[src/rtl/uart_result_tx.sv]
// uart_result_tx: small byte FIFO feeding an 8N1 serial transmitter.
// Result bytes enter through a valid/ready handshake. They leave LSB first
// on the tx pin at CLKS_PER_BIT clocks per bit. Back-to-back frames have no idle gap.
module uart_result_tx #(
  parameter int CLKS_PER_BIT = 5208,
  parameter int FIFO_DEPTH   = 4
) (
  input  logic                        clk,
  input  logic                        reset,
  input  logic [7:0]                  tx_data,
  input  logic                        tx_valid,
  output logic                        tx_ready,
  output logic                        tx,
  output logic                        tx_busy,
  output logic [$clog2(FIFO_DEPTH):0] fifo_count
);

  localparam int AW = $clog2(FIFO_DEPTH);
  localparam int BW = (CLKS_PER_BIT > 2) ? $clog2(CLKS_PER_BIT) : 1;
  localparam logic [BW-1:0] BAUD_LAST = BW'(CLKS_PER_BIT - 1);
  localparam logic [AW:0]   FULL      = (AW+1)'(FIFO_DEPTH);

  typedef enum logic [1:0] {IDLE, START, DATA, STOP} state_t;

  state_t        state, state_nxt;
  logic [BW-1:0] baud, baud_nxt;
  logic [2:0]    bit_idx, bit_idx_nxt;
  logic [7:0]    shift, shift_nxt;
  logic          tx_nxt;
  logic          push, pop, baud_done;

  logic [7:0]    mem [FIFO_DEPTH];
  logic [AW:0]   wr_ptr, rd_ptr;

  // The pointers carry one extra wrap bit, so their difference is the occupancy.
  assign fifo_count = wr_ptr - rd_ptr;
  assign tx_ready   = (fifo_count != FULL);
  assign push       = tx_valid && tx_ready;
  assign baud_done  = (baud == BAUD_LAST);
  assign tx_busy    = (state != IDLE);

  // FIFO storage: capture the byte at push time so later tx_data changes cannot affect it
  always_ff @(posedge clk) begin
    if (push) mem[wr_ptr[AW-1:0]] <= tx_data;
  end

  // FIFO pointers: reset flushes the queue, including any bytes still waiting
  always_ff @(posedge clk) begin
    if (reset) begin
      wr_ptr <= '0;
      rd_ptr <= '0;
    end else begin
      if (push) wr_ptr <= wr_ptr + 1'b1;
      if (pop)  rd_ptr <= rd_ptr + 1'b1;
    end
  end

  // Frame sequencer registers, with tx registered so the pin never glitches
  always_ff @(posedge clk) begin
    if (reset) begin
      state   <= IDLE;
      baud    <= '0;
      bit_idx <= '0;
      shift   <= '0;
      tx      <= 1'b1;
    end else begin
      state   <= state_nxt;
      baud    <= baud_nxt;
      bit_idx <= bit_idx_nxt;
      shift   <= shift_nxt;
      tx      <= tx_nxt;
    end
  end

  // Next-state logic; the next line level is derived from the next state and shifter
  always_comb begin
    state_nxt   = state;
    baud_nxt    = baud + 1'b1;
    bit_idx_nxt = bit_idx;
    shift_nxt   = shift;
    pop         = 1'b0;
    tx_nxt      = 1'b1;
    case (state)
      IDLE: begin
        baud_nxt = '0;
        if (fifo_count != '0) begin
          pop       = 1'b1;
          shift_nxt = mem[rd_ptr[AW-1:0]];
          state_nxt = START;
        end
      end
      START: begin
        if (baud_done) begin
          baud_nxt    = '0;
          bit_idx_nxt = '0;
          state_nxt   = DATA;
        end
      end
      DATA: begin
        if (baud_done) begin
          baud_nxt    = '0;
          shift_nxt   = {1'b0, shift[7:1]};
          bit_idx_nxt = bit_idx + 3'd1;
          if (bit_idx == 3'd7) state_nxt = STOP;
        end
      end
      STOP: begin
        if (baud_done) begin
          baud_nxt = '0;
          if (fifo_count != '0) begin
            pop       = 1'b1;
            shift_nxt = mem[rd_ptr[AW-1:0]];
            state_nxt = START;
          end else begin
            state_nxt = IDLE;
          end
        end
      end
      default: state_nxt = IDLE;
    endcase
    case (state_nxt)
      START:   tx_nxt = 1'b0;
      DATA:    tx_nxt = shift_nxt[0];
      default: tx_nxt = 1'b1;
    endcase
  end

endmodule

[config.mk]
export PLATFORM = sky130hd
export DESIGN_NAME = uart_result_tx
export DESIGN_NICKNAME = d
export VERILOG_FILES = /design/src/rtl/uart_result_tx.sv
export SDC_FILE = /design/constraint.sdc
export NUM_CORES = 1
export LEC_CHECK = 0
export BUFFER_PORTS_ARGS = -buffer_cell sky130_fd_sc_hd__buf_4
export CORE_MARGIN = 2
export CORE_UTILIZATION = 35
export DETAILED_ROUTE_END_ITERATION = 10
export GPL_TIMING_DRIVEN = 0
export REMOVE_ABC_BUFFERS = 1
export SYNTH_ARGS = -nofsm -noshare
export SYNTH_HDL_FRONTEND = slang
export SYNTH_SLANG_ARGS = --single-unit
[constraint.sdc]
create_clock -name clk -period 5.55 [get_ports clk]
set_clock_uncertainty 0.05 [all_clocks]
set_input_delay 0.8325 -clock clk [delete_from_list [all_inputs] [get_ports clk]]
set_output_delay 0.8325 -clock clk [all_outputs]
set_load 0.05 [all_outputs]
==> impl_summary.md <==
Outcome
The flow ran to the end, and the final reports show no timing, DRC or antenna violations.

Drt
In this run the remaining antenna-violating nets after routing total 0. The via count of the routed design is slightly below 2,000. The number of violations reported at the end of detailed-routing iteration 0 is slightly below 70. The final wirelength is approximately 5500 um. The total iterations of the first detailed-routing run is 4. The final routed DRC violation total is 0.

Using the TritonRoute via totals, the vias-per-cell ratio works out to between 5 and 6. The routed wirelength normalized by instance count is roughly 14 um.

Global routing
The via count of the first global-routing pass came to just over 2,000. The first global-routing pass estimated between 9000 and 10,000 um of wire. Entering global routing, the biggest net connects 20 pins. The number of antenna violations at the first check in global routing is 0. The overall fraction of global-route tracks in use is 0.125. After global routing the overflow that remains totals 0.

Synthesis
The count of mapped cells out of synthesis is 253. The synthesized design contains 32 enable-type register cells. The mapped netlist covers roughly 3100 um^2. Synthesis instantiated 49 different standard cells from the library. Among all flip-flop cells after synthesis, the most frequent one is dfxtp_1. The sequential share of the synthesized area is 0.537. The cell accounting for the most synthesized area is edfxtp_1.

Dividing the synthesized area by the synthesized cell count gives approximately 12 um^2. Of all flip-flops after synthesis, the portion carrying an async set or reset was 0. The Yosys step of the flow raised 0 warnings. The share of synthesized area in the top cell type comes to 0.311. By count the netlist is led by 35 x dfxtp_1, 32 x edfxtp_1, 31 x nor2_1. In the post-synthesis netlist, the cell with the most instances is dfxtp_1.

The number of synthesized register bits is between 60 and 70. After synthesis, the cell types taking the most area are edfxtp_1 31%, dfxtp_1 23%, ha_1 6.1%.

Floorplanning
For this configuration, the core starts out at a cell density of 0.358. During I/O placement, the number of pins put on the boundary was 17. In this run the core area contains 34 standard-cell rows. After floorplanning, the core was sized to cover 8640 um^2. The floorplan step set the die height to between 90 and 100 um. The area of the die is between 9000 and 10,000 um^2. The x dimension of the die is between 90 and 100 um.

STA
The final count of hold timing violations is 0. At the pin with the least slew margin, the transition time is approximately 0.74 ns. Measured against its own limit, the worst slew margin works out to 0.501.

Setup repair after global routing left no endpoint under its margin. Setup violations remaining at the end of the flow were counted as 0. Derived from the worst setup path, the maximum achievable clock frequency is 335 MHz. The shortest period the worst path allows is about 3.0 ns. The final-layout setup total negative slack is 0 ns. The final hold slack is around 0.41 ns.

After layout, the worst setup slack is around 2.6 ns. The post-route fraction of the period consumed by the critical path is 0.537. The number of pins exceeding their max-slew limit in the final report came to 0.

Place
The standard cell area after detailed placement is roughly 3300 um^2. At the placement stage, the worst setup path has a slack of about 2.8 ns. The half-perimeter wire length after detailed placement is between 3000 and 4000 um.

Routability-driven placement finished with a final weighted congestion of around 0.72. The count of buffers added on input and output ports is 16.

Min path
The path with the worst hold slack has its endpoint at baud[0]$_SDFF_PP0_. Counting instances, the worst hold path has a depth of 1. The classification of the worst-slack hold path is flop to flop.

The hold path startpoint is baud[0]$_SDFF_PP0_.

Worst setup path
The launching element type of the critical path is a flop. Along the worst path, the maximum fanout reaches 7. At the worst endpoint, the required time is between 4 and 5 ns.

The number of buffers and inverters on the critical path is 2. In this run the critical register-to-register path is launched from wr_ptr[0]$_SDFFE_PP0P_. The signal on the critical path passes through inv_1, ha_1, fa_1, xor3_1, nand2_1, buf_4. In this design, the stage delay of the slowest critical-path cell is 0.41 ns. In this run the register-to-register setup slack is between 2 and 3 ns. Data arrives at the worst endpoint at roughly 2.1 ns.

In this run the critical register-to-register path is captured at mem[3][7]$_DFFE_PP_. The cell with the biggest individual delay on the critical path is dfxtp_1. The kind of cell with the highest combined delay on the critical path is adder cells.

The number of cells on the worst reg-to-reg path is 6. STA classifies the critical path endpoint as an output pin. The critical path is of the flop to output pin type.

CTS
The buffer type at the clock tree root is clkbuf_8. The clock insertion delay at the later pin of the skew report is 0.35 ns. The number of buffers created by CTS is 9. The number of levels in the clock H-tree is 3. The post-cts resize count is 0. The clock net in this run drives a total of 67 sinks.

Post-CTS timing repair inserted 0 buffers for setup. The total of hold buffers inserted after clock tree synthesis is 0. The clock-pin slew reported for the worst setup and hold paths after clock tree synthesis is about 0.090 ns. The CTS tree is built. The clock passes through at most 2 buffers.

Cells and area
Once layout is complete, the utilization of the core stands at 0.410. After routing the design area is approximately 3500 um^2. The number of fill cells in the layout is about 840.

In the final layout, the share of cells above drive strength 1 is 0.194. After the last flow step, the layout net total stands at 300. The repair_antennas step left the layout with diodes totalling 0.

The area overhead of the layout relative to synthesis is 14.6%.

Pwr
In this run the power density over the cells is 478 nW/um^2. The leakage power summed over all cells is roughly 1.3 nW. IR analysis of the VDD net gives a maximum drop of roughly 0.00027 V.

Job
The tool flagged a number of max-cap violations equal to 0.
==> metrics by stage <==
stage | total power, W | std cells
3_3_place_gp | 0.00123 | 370
6_report | 0.00169 | 386
3_5_place_dp | 0.00123 | 370
5_1_grt | 0.00180 | 386
2_1_floorplan | 0.00109 | 246
4_1_cts | 0.00172 | 386
==> registers in the layout, summed over array words and instances, names as in the netlist, named ones only <==
name,count
wr_ptr,3
shift,8
bit_idx,3
tx,1
mem,32
baud,13
state,2
rd_ptr,3
==> where the power goes <==
part | leakage (nW) | switching, W | total, W | internal (W)
Combinational | 0.578 | 0.000327 | 0.000566 | 0.000239
Clock | 0.113 | 0.000218 | 0.000479 | 0.000261
Sequential | 0.578 | 0.0000551 | 0.000650 | 0.000595
==> how the worst max path moves through the flow <==
stage / depth (start not counted) / to / from
2_1_floorplan: 5 / tx_ready / wr_ptr[0]$_SDFFE_PP0P_
3_3_place_gp: 6 / mem[3][2]$_DFFE_PP_ / wr_ptr[0]$_SDFFE_PP0P_
3_5_place_dp: 6 / mem[3][2]$_DFFE_PP_ / wr_ptr[0]$_SDFFE_PP0P_
4_1_cts: 6 / tx_ready / wr_ptr[0]$_SDFFE_PP0P_
5_1_grt: 6 / tx_ready / wr_ptr[0]$_SDFFE_PP0P_
6_report: 6 / tx_ready / wr_ptr[0]$_SDFFE_PP0P_
==> kinds of logic (layout without fill, tap and decap cells) <==
| family | Yosys count | count (layout) | share of synthesized area |
|---|---|---|---|
| AO/OA/AOI/OAI | 33 | 33 | 0.0728 |
| XOR/XNOR | 16 | 16 | 0.0502 |
| adder cells (fa/ha/maj) | 16 | 16 | 0.0672 |
| buffers and inverters | 17 | 42 | 0.0223 |
| flip-flops | 67 | 67 | 0.537 |
| multiplexers | 17 | 17 | 0.0874 |
| AND/OR/NAND/NOR | 87 | 87 | 0.163 |
==> layer usage <==
layer,vias up,GRT usage,wire [um]
met5,-,0,0
met1,927,0.158,2530
met3,6,0.0372,158
met4,0,0.0417,65
li1,976,-,-
met2,27,0.205,2700
==> placed cells by master (no fill, tap or decap), types with 3 or more instances in the layout <==
cell        n
nor3_1      4
xor2_1      5
dfxtp_1    35
clkbuf_8    9
a31oi_1     3
xnor2_1    10
ha_1       15
and2_1      5
o21ai_1     6
nand2_1    11
a2bb2oi_1   6
mux2i_1     9
nor2_1     31
buf_4      16
inv_1      10
edfxtp_1   32
o21ai_0     5
nor4_1      4
nand3_1     7
mux4_2      8
a21oi_1     4
inv_6       3
nand4_1     4
==> final cells by class <==
| type | count | area [um^2] | area share |
|---|---|---|---|
| multi-input combinational | 169 | 1360 | 0.384 |
| clock inverter | 7 | 105 | 0.0297 |
| tap | 108 | 135 | 0.0381 |
| clock buffer | 9 | 124 | 0.0349 |
| inverter | 10 | 37.5 | 0.0106 |
| timing repair buffer | 16 | 120 | 0.0339 |
| sequential | 67 | 1660 | 0.469 |
(Power assumes the default switching activity.)
